`config.mk`:
```
export PLATFORM = sky130hd
export DESIGN_NAME = me_control
export DESIGN_NICKNAME = d
export VERILOG_FILES = /design/src/rtl/me_control.sv
export SDC_FILE = /design/constraint.sdc
export NUM_CORES = 1
export LEC_CHECK = 0
export ABC_AREA = 1
export BUFFER_PORTS_ARGS = -buffer_cell sky130_fd_sc_hd__buf_2
export CAP_MARGIN = 20
export CORE_MARGIN = 4
export CORE_UTILIZATION = 45
export DETAILED_ROUTE_END_ITERATION = 7
export PLACE_DENSITY = 0.77
export SLEW_MARGIN = 30
export SYNTH_ARGS = -nofsm -noshare
export SYNTH_HDL_FRONTEND = slang
export SYNTH_SLANG_ARGS = --single-unit
```
`constraint.sdc`:
```
create_clock -name clock -period 4.7 [get_ports clock]
set_clock_uncertainty 0.2 [all_clocks]
set_input_delay 0.47 -clock clock [delete_from_list [all_inputs] [get_ports clock]]
set_output_delay 0.47 -clock clock [all_outputs]
set_load 0.03 [all_outputs]
```
`src/rtl/me_control.sv`:
```
// me_control: full-search motion estimator sequencer.
// Steps 256 candidate vectors across 16 staggered PEs.
module me_control (
  input  logic        clock,
  input  logic        reset,
  input  logic        start,
  output logic        compstart,
  output logic [15:0] peready,
  output logic [15:0] pe_start,
  output logic [3:0]  vectorx,
  output logic [3:0]  vectory,
  output logic [7:0]  addressR,
  output logic [9:0]  addressS1,
  output logic [9:0]  addressS2,
  output logic        busy,
  output logic        done
);

  typedef enum logic [2:0] {
    IDLE,
    CLEAR,
    RUN,
    DONE,
    HOLD
  } state_t;

  localparam logic [12:0] LAST  = 13'd4111;
  localparam logic [12:0] FIRST = 13'd256;

  state_t      state;
  state_t      state_nxt;
  logic [12:0] count;

  logic [3:0] r;
  logic [3:0] prow;
  logic [3:0] pcol;
  logic [4:0] srow;
  logic       scan;
  logic       ready_win;

  assign r    = count[11:8];
  assign prow = count[7:4];
  assign pcol = count[3:0];

  always_ff @(posedge clock) begin
    if (reset) begin
      state <= IDLE;
      count <= '0;
    end else begin
      state <= state_nxt;
      if (state == RUN) count <= count + 13'd1;
      else              count <= '0;
    end
  end

  always_comb begin
    state_nxt = state;
    unique case (state)
      IDLE:    if (start) state_nxt = CLEAR;
      HOLD:    if (start) state_nxt = CLEAR;
      CLEAR:   state_nxt = RUN;
      RUN:     if (count == LAST) state_nxt = DONE;
      DONE:    state_nxt = HOLD;
      default: state_nxt = IDLE;
    endcase
  end

  // Last 16 RUN cycles only drain readies; no new fetches.
  always_comb begin
    compstart = 1'b0;
    busy      = 1'b0;
    done      = 1'b0;
    peready   = '0;
    pe_start  = '0;
    vectorx   = '0;
    vectory   = '0;
    addressR  = '0;
    addressS1 = '0;
    addressS2 = '0;
    srow      = {1'b0, r} + {1'b0, prow};
    scan      = (state == RUN) && !count[12];
    ready_win = (state == RUN) && (count >= FIRST)
                && (count <= LAST);

    unique case (1'b1)
      state == CLEAR: busy = 1'b1;
      state == RUN: begin
        busy      = 1'b1;
        compstart = 1'b1;
      end
      state == DONE: begin
        busy      = 1'b1;
        compstart = 1'b1;
        done      = 1'b1;
      end
      state == HOLD: compstart = 1'b1;
      default: ;
    endcase

    if (scan) begin
      addressR  = count[7:0];
      addressS1 = {srow, 1'b0, pcol};
      addressS2 = {srow, 1'b1, pcol};
      if (prow == 4'd0) pe_start[pcol] = 1'b1;
    end

    if (ready_win && prow == 4'd0) begin
      peready[pcol] = 1'b1;
      vectorx       = pcol;
      vectory       = r - 4'd1;
    end
  end

endmodule

```
==> run summary <==
Post-Layout Cell Count = 359
Met2 Wirelength = 1850 µm
Synth unique cells = 26
Area contributors post-synth = dfxtp_1 20%, nor2_1 13%, nand2_1 9.3%
Synth Net Count = 273
Post-DP Area = 1850 µm²
Core area = 3390 µm²
Crit Path Class = reg2out
Site Rows = 21
First-pass GRT wire length = 6180 µm
Type of origin of the critical path = flop
Cell area after layout = 1890 µm²
Worst-path fanout max = 24
Pwr dens = 163 nW/µm²
GRT Overall Usage = 0.171
Cell area after synthesis = 1610 µm²
Antenna Cells = 0
Highest Signal Layer = met4
Hold path depth = 2
Placed Cells = 355
Initial Utilization = 0.475
H-tree levels = 1
Die area = 4600 µm²
CTS Hold Bufs = 0
Global placement routability congestion = 0.841
Final setup fails = 0
Max_slew headroom = 0.572
Worst hold path type = in2reg
Synth area leader = dfxtp_1
Hold slack = 0.156 ns
Initial DRC Count = 44
Synth async-reset ratio = 0
Final period util = 0.631
Clk slew on worst S/H paths = 0.10 ns
Most frequent cell after synthesis = nor2_1
Initial antenna violation count = 0
Met3 wire len = 317 µm
Final wirelength = 3830 µm
Root Driver = clkbuf_4
LEAKAGE = 0.000986 µW
Layout area overhead = 17.4%
Post-synth EDFFs = 0
IO buf count = 72
Worst-margin pin slew = 0.640 ns
Required @ worst endpoint = 4.03 ns
WP data arrival = 2.29 ns
Synth Flop Type = dfxtp_1
Final #Nets = 329
Postcts setup bufs = 0
CP Capture Type = primary output
Final ANT Viol Nets = 0
Fillers = 347
Largest net degree at the start of global routing = 25
Post-DP HPWL = 3140 µm
Status = finished clean
Max Slew Vio Count = 0
Proportion of synthesized chip area in sequential cells = 0.199
Vias post-DR = 1674
TritonRoute pass-1 iters = 4
CTS tree = built
PostCTS Resize Cnt = 0
Max cap viols = 0
Synth Instances = 258
Routed wire per std cell = 10.7 µm
Syn avg cell area = 6.24 µm²
Hold Vio Cnt, Final = 0
Share of layout cells above drive strength 1 = 0.342
TritonCTS Buffers = 3
Worst-Skew Late Latency = 0.29 ns
Unrepaired setup endpoints after global routing = false
Number of global-route vias before repair = 1506
Yosys reg bits = 16
R2R cell count = 8
Setup TNS = 0 ns
Vias per cell = 4.66
DIE WIDTH = 67.8 µm
VDD IR-drop max = 111 µV
Min cycle time layout = 2.96 ns
Clk sinks = 16
Height of the die = 67.8 µm
Remaining Overflow, GRT = 0
Yosys warning total = 0
F_max = 337 MHz
Share of the synthesized area in the top cell type = 0.199
Commonest cells in the netlist = 56 x nor2_1, 40 x nand2_1, 35 x inv_1
Ports = 74
WL met1 = 1640 µm
DRC = 0
CTS max path bufs = 2
## cell usage in the layout (no fill, tap or decap), types with 3 or more instances in the layout
master,count
inv_1,35
a21oi_1,10
dfxtp_1,16
ha_1,11
buf_2,72
nor3_1,4
nand2_1,40
o21ai_0,8
nand3_1,16
nor2_1,56
nor2_2,21
clkbuf_4,3
nand2_2,5
nand4_1,4
## registers in the layout (all words and copies together), names as in the netlist
register  count
count        13
state         3
## worst paths after layout
path	startpoint	endpoint	slack [ns]
worst max-delay path	count[0]	peready[15]	1.74
worst min-delay path	reset	state[2]	0.16
worst max register to register	count[3]	count[11]	2.82
worst min register to register	count[0]	count[0]	0.32
## per-stage QoR
stage / setup slack [ns] / util / power [µW]
global placement: 2.03 / 0.547 / 219
finish: 1.74 / 0.557 / 309
detailed placement: 2.05 / 0.547 / 219
global route: 1.50 / 0.557 / 329
CTS: 1.71 / 0.557 / 312
floorplan: 2.23 / - / 208
## power breakdown
| part | internal (µW) | leakage, µW | switching (µW) |
|---|---|---|---|
| clock network | 47.2 | 0.0000210 | 45.8 |
| registers | 140 | 0.000129 | 3.81 |
| logic | 17.4 | 0.000835 | 55.0 |
## metal layers
layer / GRT usage / up-vias
met1: 0.200 / 720
met4: 0.0546 / 0
li1: - / 891
met3: 0.0166 / 3
met5: 0 / -
met2: 0.323 / 60
## worst max-delay path, stage by stage, from the launching register on
cell and delay, ns:
dfxtp_1 0.37, inv_1 0.15, ha_1 0.26, nand2_2 0.10, nor2_1 0.12, nand2_1 0.07
a21oi_2 0.12, nand2_2 0.36, nor2_1 0.22, buf_2 0.22
## cells by family (layout without fill, tap and decap cells)
kind of cell / after synthesis / after routing / synth area share
AO/OA/AOI/OAI: 20 / 20 / 0.0653
XOR/XNOR: 2 / 2 / 0.0109
adder cells (fa/ha/maj): 12 / 12 / 0.0980
buffers and inverters: 57 / 112 / 0.192
flip-flops: 16 / 16 / 0.199
other: 1 / 1 / 0.00233
AND/OR/NAND/NOR: 150 / 150 / 0.432
## area by class of cell
cell class              instances  area, µm²  share of cell area
clock buffers                   4       36.3              0.0192
inverters                      36        135              0.0715
multi-input cells             185        980               0.519
flip-flops and latches         16        320               0.170
well taps                      46       57.6              0.0305
repair buffers                 72        360               0.191
Note: power is estimated with default switching activity, not from simulation.
